### src/rtl/traffic_pkg.sv
// Shared types for the intersection phase sequencer: phase and FSM
// encodings, the sequencer's registered state record, and the mapping from
// a phase to the green outputs it drives.
package traffic_pkg;

    // Phase encoding doubles as the bit index into pending[3:0] and the
    // green vector {ped, turn, down, up}.
    typedef enum logic [1:0] {
        PH_UP   = 2'd0,
        PH_DOWN = 2'd1,
        PH_TURN = 2'd2,
        PH_PED  = 2'd3
    } phase_t;

    typedef enum logic [1:0] {
        ST_CLEAR = 2'd0,
        ST_IDLE  = 2'd1,
        ST_GREEN = 2'd2
    } state_t;

    // Everything the FSM remembers apart from the timer; kept as one record
    // so a checker can bind to a single signal.
    typedef struct packed {
        state_t state;
        phase_t cur_phase;
        phase_t last_served;
    } seq_state_t;

    localparam int NUM_PHASES = 4;

    // Green vector {ped, turn, down, up} driven while a phase is active.
    // PED also lights the turn lane so the turning traffic is held by the
    // same signal the crossing checks watch.
    function automatic logic [3:0] phase_greens(input phase_t ph);
        logic [3:0] g;
        g = 4'b0000;
        case (ph)
            PH_UP:   g = 4'b0001;
            PH_DOWN: g = 4'b0010;
            PH_TURN: g = 4'b0100;
            PH_PED:  g = 4'b1100;
            default: g = 4'b0000;
        endcase
        return g;
    endfunction

endpackage

### src/rtl/rr_phase_arbiter.sv
// Combinational round-robin pick among pending phases. The scan starts at
// the phase after last_served and wraps, so the phase just served is
// considered last.
module rr_phase_arbiter
    import traffic_pkg::*;
(
    input  logic [3:0] pending,
    input  phase_t     last_served,
    output phase_t     grant,
    output logic       valid
);

    logic [1:0] idx;

    // First set pending bit in the order last_served+1, +2, +3, +4 (mod 4).
    // valid is high whenever any bit is set; grant is only meaningful then.
    always_comb begin
        grant = PH_UP;
        valid = 1'b0;
        idx   = 2'd0;
        for (int i = 1; i <= NUM_PHASES; i++) begin
            idx = 2'(int'(last_served) + i);
            if (!valid && pending[idx]) begin
                valid = 1'b1;
                grant = phase_t'(idx);
            end
        end
    end

endmodule

### src/rtl/phase_sequencer.sv
// Intersection phase sequencer: latches demand from the pedestrian button
// and the loop sensors, grants phases round-robin, enforces a minimum green
// per phase and an all-red clearance interval between any two greens.
module phase_sequencer
    import traffic_pkg::*;
#(
    parameter int MIN_GREEN    = 8,
    parameter int CLEAR_CYCLES = 3,
    parameter int CNT_W        = 8
) (
    input  logic       clock,
    input  logic       reset,
    input  logic       ped_req,
    input  logic       up_req,
    input  logic       down_req,
    input  logic       turn_req,
    output logic       pedestrian_green,
    output logic       up_green,
    output logic       down_green,
    output logic       turn_green,
    output logic [3:0] pending
);

    localparam logic [CNT_W-1:0] MIN_GREEN_C = CNT_W'(MIN_GREEN);
    localparam logic [CNT_W-1:0] CLEAR_C     = CNT_W'(CLEAR_CYCLES);
    localparam logic [CNT_W-1:0] ONE_C       = CNT_W'(1);

    seq_state_t       seq_q, seq_d;
    logic [CNT_W-1:0] timer_q, timer_d;
    logic [3:0]       pend_q, pend_d;
    logic [3:0]       greens_q, greens_d;
    logic [3:0]       req_vec;
    logic [3:0]       served_mask;
    logic [3:0]       clr_mask;
    logic             enter_green;
    phase_t           arb_grant;
    logic             arb_valid;

    assign req_vec = {ped_req, turn_req, down_req, up_req};

    // A phase that is currently green ignores its own sensor: that demand
    // is already being served.
    assign served_mask = (seq_q.state == ST_GREEN) ? (4'b0001 << seq_q.cur_phase)
                                                   : 4'b0000;

    rr_phase_arbiter u_arb (
        .pending     (pend_q),
        .last_served (seq_q.last_served),
        .grant       (arb_grant),
        .valid       (arb_valid)
    );

    // Next-state, timer and green outputs. Arbitration looks only at the
    // latched demand, so a request is granted no earlier than the edge after
    // the one that latched it.
    always_comb begin
        seq_d       = seq_q;
        timer_d     = timer_q;
        greens_d    = greens_q;
        enter_green = 1'b0;
        clr_mask    = 4'b0000;

        case (seq_q.state)
            ST_CLEAR: begin
                greens_d = 4'b0000;
                timer_d  = timer_q - ONE_C;
                if (timer_q <= ONE_C) begin
                    if (arb_valid) begin
                        enter_green = 1'b1;
                    end else begin
                        seq_d.state = ST_IDLE;
                        timer_d     = '0;
                    end
                end
            end
            ST_IDLE: begin
                greens_d = 4'b0000;
                if (arb_valid) begin
                    enter_green = 1'b1;
                end
            end
            ST_GREEN: begin
                if (timer_q != '0) begin
                    timer_d = timer_q - ONE_C;
                end else if (pend_q != 4'b0000) begin
                    // Minimum green met and someone else is waiting.
                    seq_d.state       = ST_CLEAR;
                    seq_d.last_served = seq_q.cur_phase;
                    timer_d           = CLEAR_C;
                    greens_d          = 4'b0000;
                end
            end
            default: begin
                seq_d.state = ST_CLEAR;
                timer_d     = CLEAR_C;
                greens_d    = 4'b0000;
            end
        endcase

        if (enter_green) begin
            seq_d.state     = ST_GREEN;
            seq_d.cur_phase = arb_grant;
            timer_d         = MIN_GREEN_C;
            greens_d        = phase_greens(arb_grant);
            clr_mask        = 4'b0001 << arb_grant;
        end
    end

    // Demand latch: new requests set bits; the winner's bit is consumed on
    // the edge that turns it green, taking precedence over a same-cycle req.
    always_comb begin
        pend_d = (pend_q | (req_vec & ~served_mask)) & ~clr_mask;
    end

    // State, timer, demand and green registers with synchronous reset into
    // a full clearance interval.
    always_ff @(posedge clock) begin
        if (reset) begin
            seq_q.state       <= ST_CLEAR;
            seq_q.cur_phase   <= PH_UP;
            seq_q.last_served <= PH_PED;
            timer_q           <= CLEAR_C;
            pend_q            <= 4'b0000;
            greens_q          <= 4'b0000;
        end else begin
            seq_q    <= seq_d;
            timer_q  <= timer_d;
            pend_q   <= pend_d;
            greens_q <= greens_d;
        end
    end

    assign up_green         = greens_q[0];
    assign down_green       = greens_q[1];
    assign turn_green       = greens_q[2];
    assign pedestrian_green = greens_q[3];
    assign pending          = pend_q;

endmodule

### config.mk
export PLATFORM = sky130hd
export DESIGN_NAME = phase_sequencer
export DESIGN_NICKNAME = d
export VERILOG_FILES = /design/src/rtl/traffic_pkg.sv /design/src/rtl/rr_phase_arbiter.sv /design/src/rtl/phase_sequencer.sv
export SDC_FILE = /design/constraint.sdc
export NUM_CORES = 1
export LEC_CHECK = 0
export CORE_MARGIN = 2
export CORE_UTILIZATION = 45
export CTS_CLUSTER_DIAMETER = 50
export DETAILED_ROUTE_END_ITERATION = 6
export PLACE_DENSITY_LB_ADDON = 0.25
export RECOVER_POWER = 50
export SLEW_MARGIN = 0
export SYNTH_ARGS = -nofsm -noshare
export SYNTH_HDL_FRONTEND = slang
export SYNTH_SLANG_ARGS = --single-unit
### constraint.sdc
create_clock -name clock -period 2.44 [get_ports clock]
set_input_delay 0.488 -clock clock [delete_from_list [all_inputs] [get_ports clock]]
set_output_delay 0.488 -clock clock [all_outputs]
set_load 0.03 [all_outputs]
==> metrics.cfg, run 1 <==
[floorplan]
num_rows=18
ios=14
start_util=0.4841
core_area_mm2=0.002522
fp.dieH_um=56.10
dieArea_mm2=0.003147
die_width_um=56.10

[critical_path]
crit_arrival_ns=2.39
crit_path_start_kind=register
critPathCaptureType=register
worstSetupPathType=register to register
slowest_stage=dfxtp_1
required_ns=2.68
worstPathCellList=inv_1, ha_1, or2_2, and3b_1, a21oi_2, a31oi_1, a311oi_1
crit_fanout=8
slowest_delay_ns=0.45

[sta]
slew_viol_final=0
fin_skew_ns=0.003600
setup_viol=0
finalCritPeriodShare=0.8810
min_period_ns=2.150
slew_headroom=0.5062
rsz0062_at_grt=no
tns_ns=0
tightest_slew_ns=0.7339
hold_viol_final=0
timing.fmax_mhz=465.2

[clocking]
clk_pin_slew_ns=0.13
clk_latency_ns=0.32
numCtsBuffers=3
cts_buffer_depth=2
cts_root_buf=clkbuf_4
cts_resized=0
tritoncts=done
cts_htree_levels=1
cts_setup_buffers=0
cts_hold_buf=0
clock_sinks=22

[finish]
synthToLayoutAreaGrowth_pct=15.68
fillers=242
postLayoutCoreUtil=0.5600
fin_nets=168
seq_area_um2=440.4
n_antenna_cell=0
multiInputGateArea_um2=718.2
drive_gt1_frac=0.1132

[routing]
vias=1134
remaining_drc_errors=0
final_antenna_net_count=0
wl_per_cell_um=14.94
routed_wl_um=2824
via_per_inst=6.000
drt_iter0_drc=39
firstDrtPassIters=4

[synth]
synth_edf_count=0
netlist_area_mm2=0.001221
synth_fp_nets=154
synthFlopType=dfxtp_1
avgSynthCellArea_um2=8.364
yosys_warnings=0
yosysSeqAreaShare=0.3607
ys_ff_latch=22
syn-instance-count=146
synthArstFlopShare=0
synth.distinct_cells=48

[grt]
grt.total_usage=0.1905
grt_pass1_vias=1081
grt_max_degree=14
grt_pass1_wl_um=4836
antenna_found_initial=0
grt_overflow=0

[outcome]
outcome=complete, no violations

[power]
power_density_mw_per_mm2=1076
irDropWorstVdd_uv=676.3
p_leak_nw=0.5415

[run]
maxCapViolCount=0

[hold_path]
hold_class=register to register

[placement]
place_congestion=0.8506
dp_hpwl_um=2084
numPortBuffers=13

-- synthesized netlist by cell type (2+ instances only) --
master / count / area share
dfxtp_1: 22 / 0.36
nand2_1: 16 / 0.049
nor2_1: 13 / 0.040
a21oi_1: 9 / 0.037
nand3_1: 8 / 0.033
inv_1: 7 / 0.022
nor3_1: 7 / 0.029
nand2b_1: 5 / 0.026
a31oi_1: 4 / 0.020
o21ai_0: 4 / 0.016
a211oi_1: 3 / 0.018
a311oi_1: 3 / 0.022
nor2b_1: 3 / 0.015
buf_2: 2 / 0.0082
clkbuf_1: 2 / 0.0061
ha_1: 2 / 0.020
nor3_2: 2 / 0.016
nor4_1: 2 / 0.010
nor4_4: 2 / 0.035
o221ai_1: 2 / 0.014
-- sequential cells by signal (all words and copies together), names as in the netlist --
register	count
timer_q	8
seq_q	6
greens_q	4
pending	4
-- critical path, delay by kind of cell (launching register included) --
kind	cells	cell delay, ns
AOI/OAI and AO/OA	3	0.73
adders and majority gates	1	0.25
buffers and inverters	1	0.07
DFF	1	0.45
and+or+nand+nor	2	0.57
-- worst paths after layout --
| path | start | to | slack [ns] | depth (start not counted) |
|---|---|---|---|---|
| hold reg to reg | greens_q[2] | greens_q[2] | 0.47 | 2 |
| hold / removal | greens_q[2] | greens_q[2] | 0.47 | 2 |
| setup / recovery | timer_q[0] | timer_q[7] | 0.29 | 7 |
| setup reg to reg | timer_q[0] | timer_q[7] | 0.29 | 7 |
-- cell usage in the layout, fill, tap and decap left out, types with 2 or more instances in the layout --
master / n
clkbuf_4: 3
ha_1: 2
nand3_1: 8
dfxtp_1: 22
dlygate4sd3_1: 5
nor2_1: 13
nand2b_1: 5
nand2_1: 16
nor3_1: 8
a21oi_1: 9
a211oi_1: 3
clkdlybuf4s50_1: 8
nor4_4: 2
o21ai_0: 4
nor4_1: 2
a311oi_1: 3
a31oi_1: 4
nor2b_1: 3
o221ai_1: 2
inv_1: 7
-- kinds of logic after synthesis --
family | after synthesis | share of synthesized area
AND/OR/NAND/NOR | 70 | 0.3320
AO/OA/AOI/OAI | 39 | 0.2367
flip-flops | 22 | 0.3607
buffers and inverters | 12 | 0.04202
adder cells (fa/ha/maj) | 2 | 0.02049
multiplexers | 1 | 0.008197
-- area by class of cell --
class | instances | area share
flip-flops and latches | 22 | 0.3118
clock buffers | 3 | 0.01594
inverters | 7 | 0.01860
repair buffers | 14 | 0.09743
multi-input cells | 112 | 0.5084
well taps | 30 | 0.02657
clock inverters | 1 | 0.02126
-- through the flow --
stage,hold slack [ns],total power [mW],cell area [um^2],std cells,setup slack [ns]
5_1_grt,0.4897,1.619,1413,189,0.1090
2_1_floorplan,0.4724,1.090,1221,146,0.5768
3_5_place_dp,0.4564,1.240,1371,185,0.3512
4_1_cts,0.4783,1.530,1424,189,0.3177
6_report,0.4687,1.519,1413,189,0.2903
3_3_place_gp,0.4516,1.222,1371,185,0.4671
-- report_power, final --
part,switching (mW),leakage [nW],total (mW),internal [mW]
clock network,0.120,0.0279,0.286,0.166
registers,0.130,0.180,0.570,0.440
logic,0.386,0.333,0.663,0.277
total,0.636,0.542,1.52,0.883
-- metal layers --
metal	global-route usage	wire (um)	vias to the layer above
li1	-	-	561
met1	0.2675	1325	537
met2	0.2958	1341	30
met3	0.03721	129	6
met4	0.05442	27	0
met5	0	0	-
(Power assumes the default switching activity.)
==> run 2: changes to the inputs <==
--- a/config.mk
+++ b/config.mk
@@ -9,6 +9,7 @@
 export CORE_UTILIZATION = 45
 export CTS_CLUSTER_DIAMETER = 50
 export DETAILED_ROUTE_END_ITERATION = 6
+export GPL_TIMING_DRIVEN = 1
 export PLACE_DENSITY_LB_ADDON = 0.25
 export RECOVER_POWER = 50
 export SLEW_MARGIN = 0
==> results of run 2 <==
Final layout, timing and power as in run 1 (identical DEF).
==> run 3: changes to the inputs <==
--- a/config.mk
+++ b/config.mk
@@ -5,6 +5,7 @@
 export SDC_FILE = /design/constraint.sdc
 export NUM_CORES = 1
 export LEC_CHECK = 0
+export ABC_CLOCK_PERIOD_IN_PS = 2440
 export CORE_MARGIN = 2
 export CORE_UTILIZATION = 45
 export CTS_CLUSTER_DIAMETER = 50
==> results of run 3 <==
Final layout, timing and power as in run 1 (identical DEF).
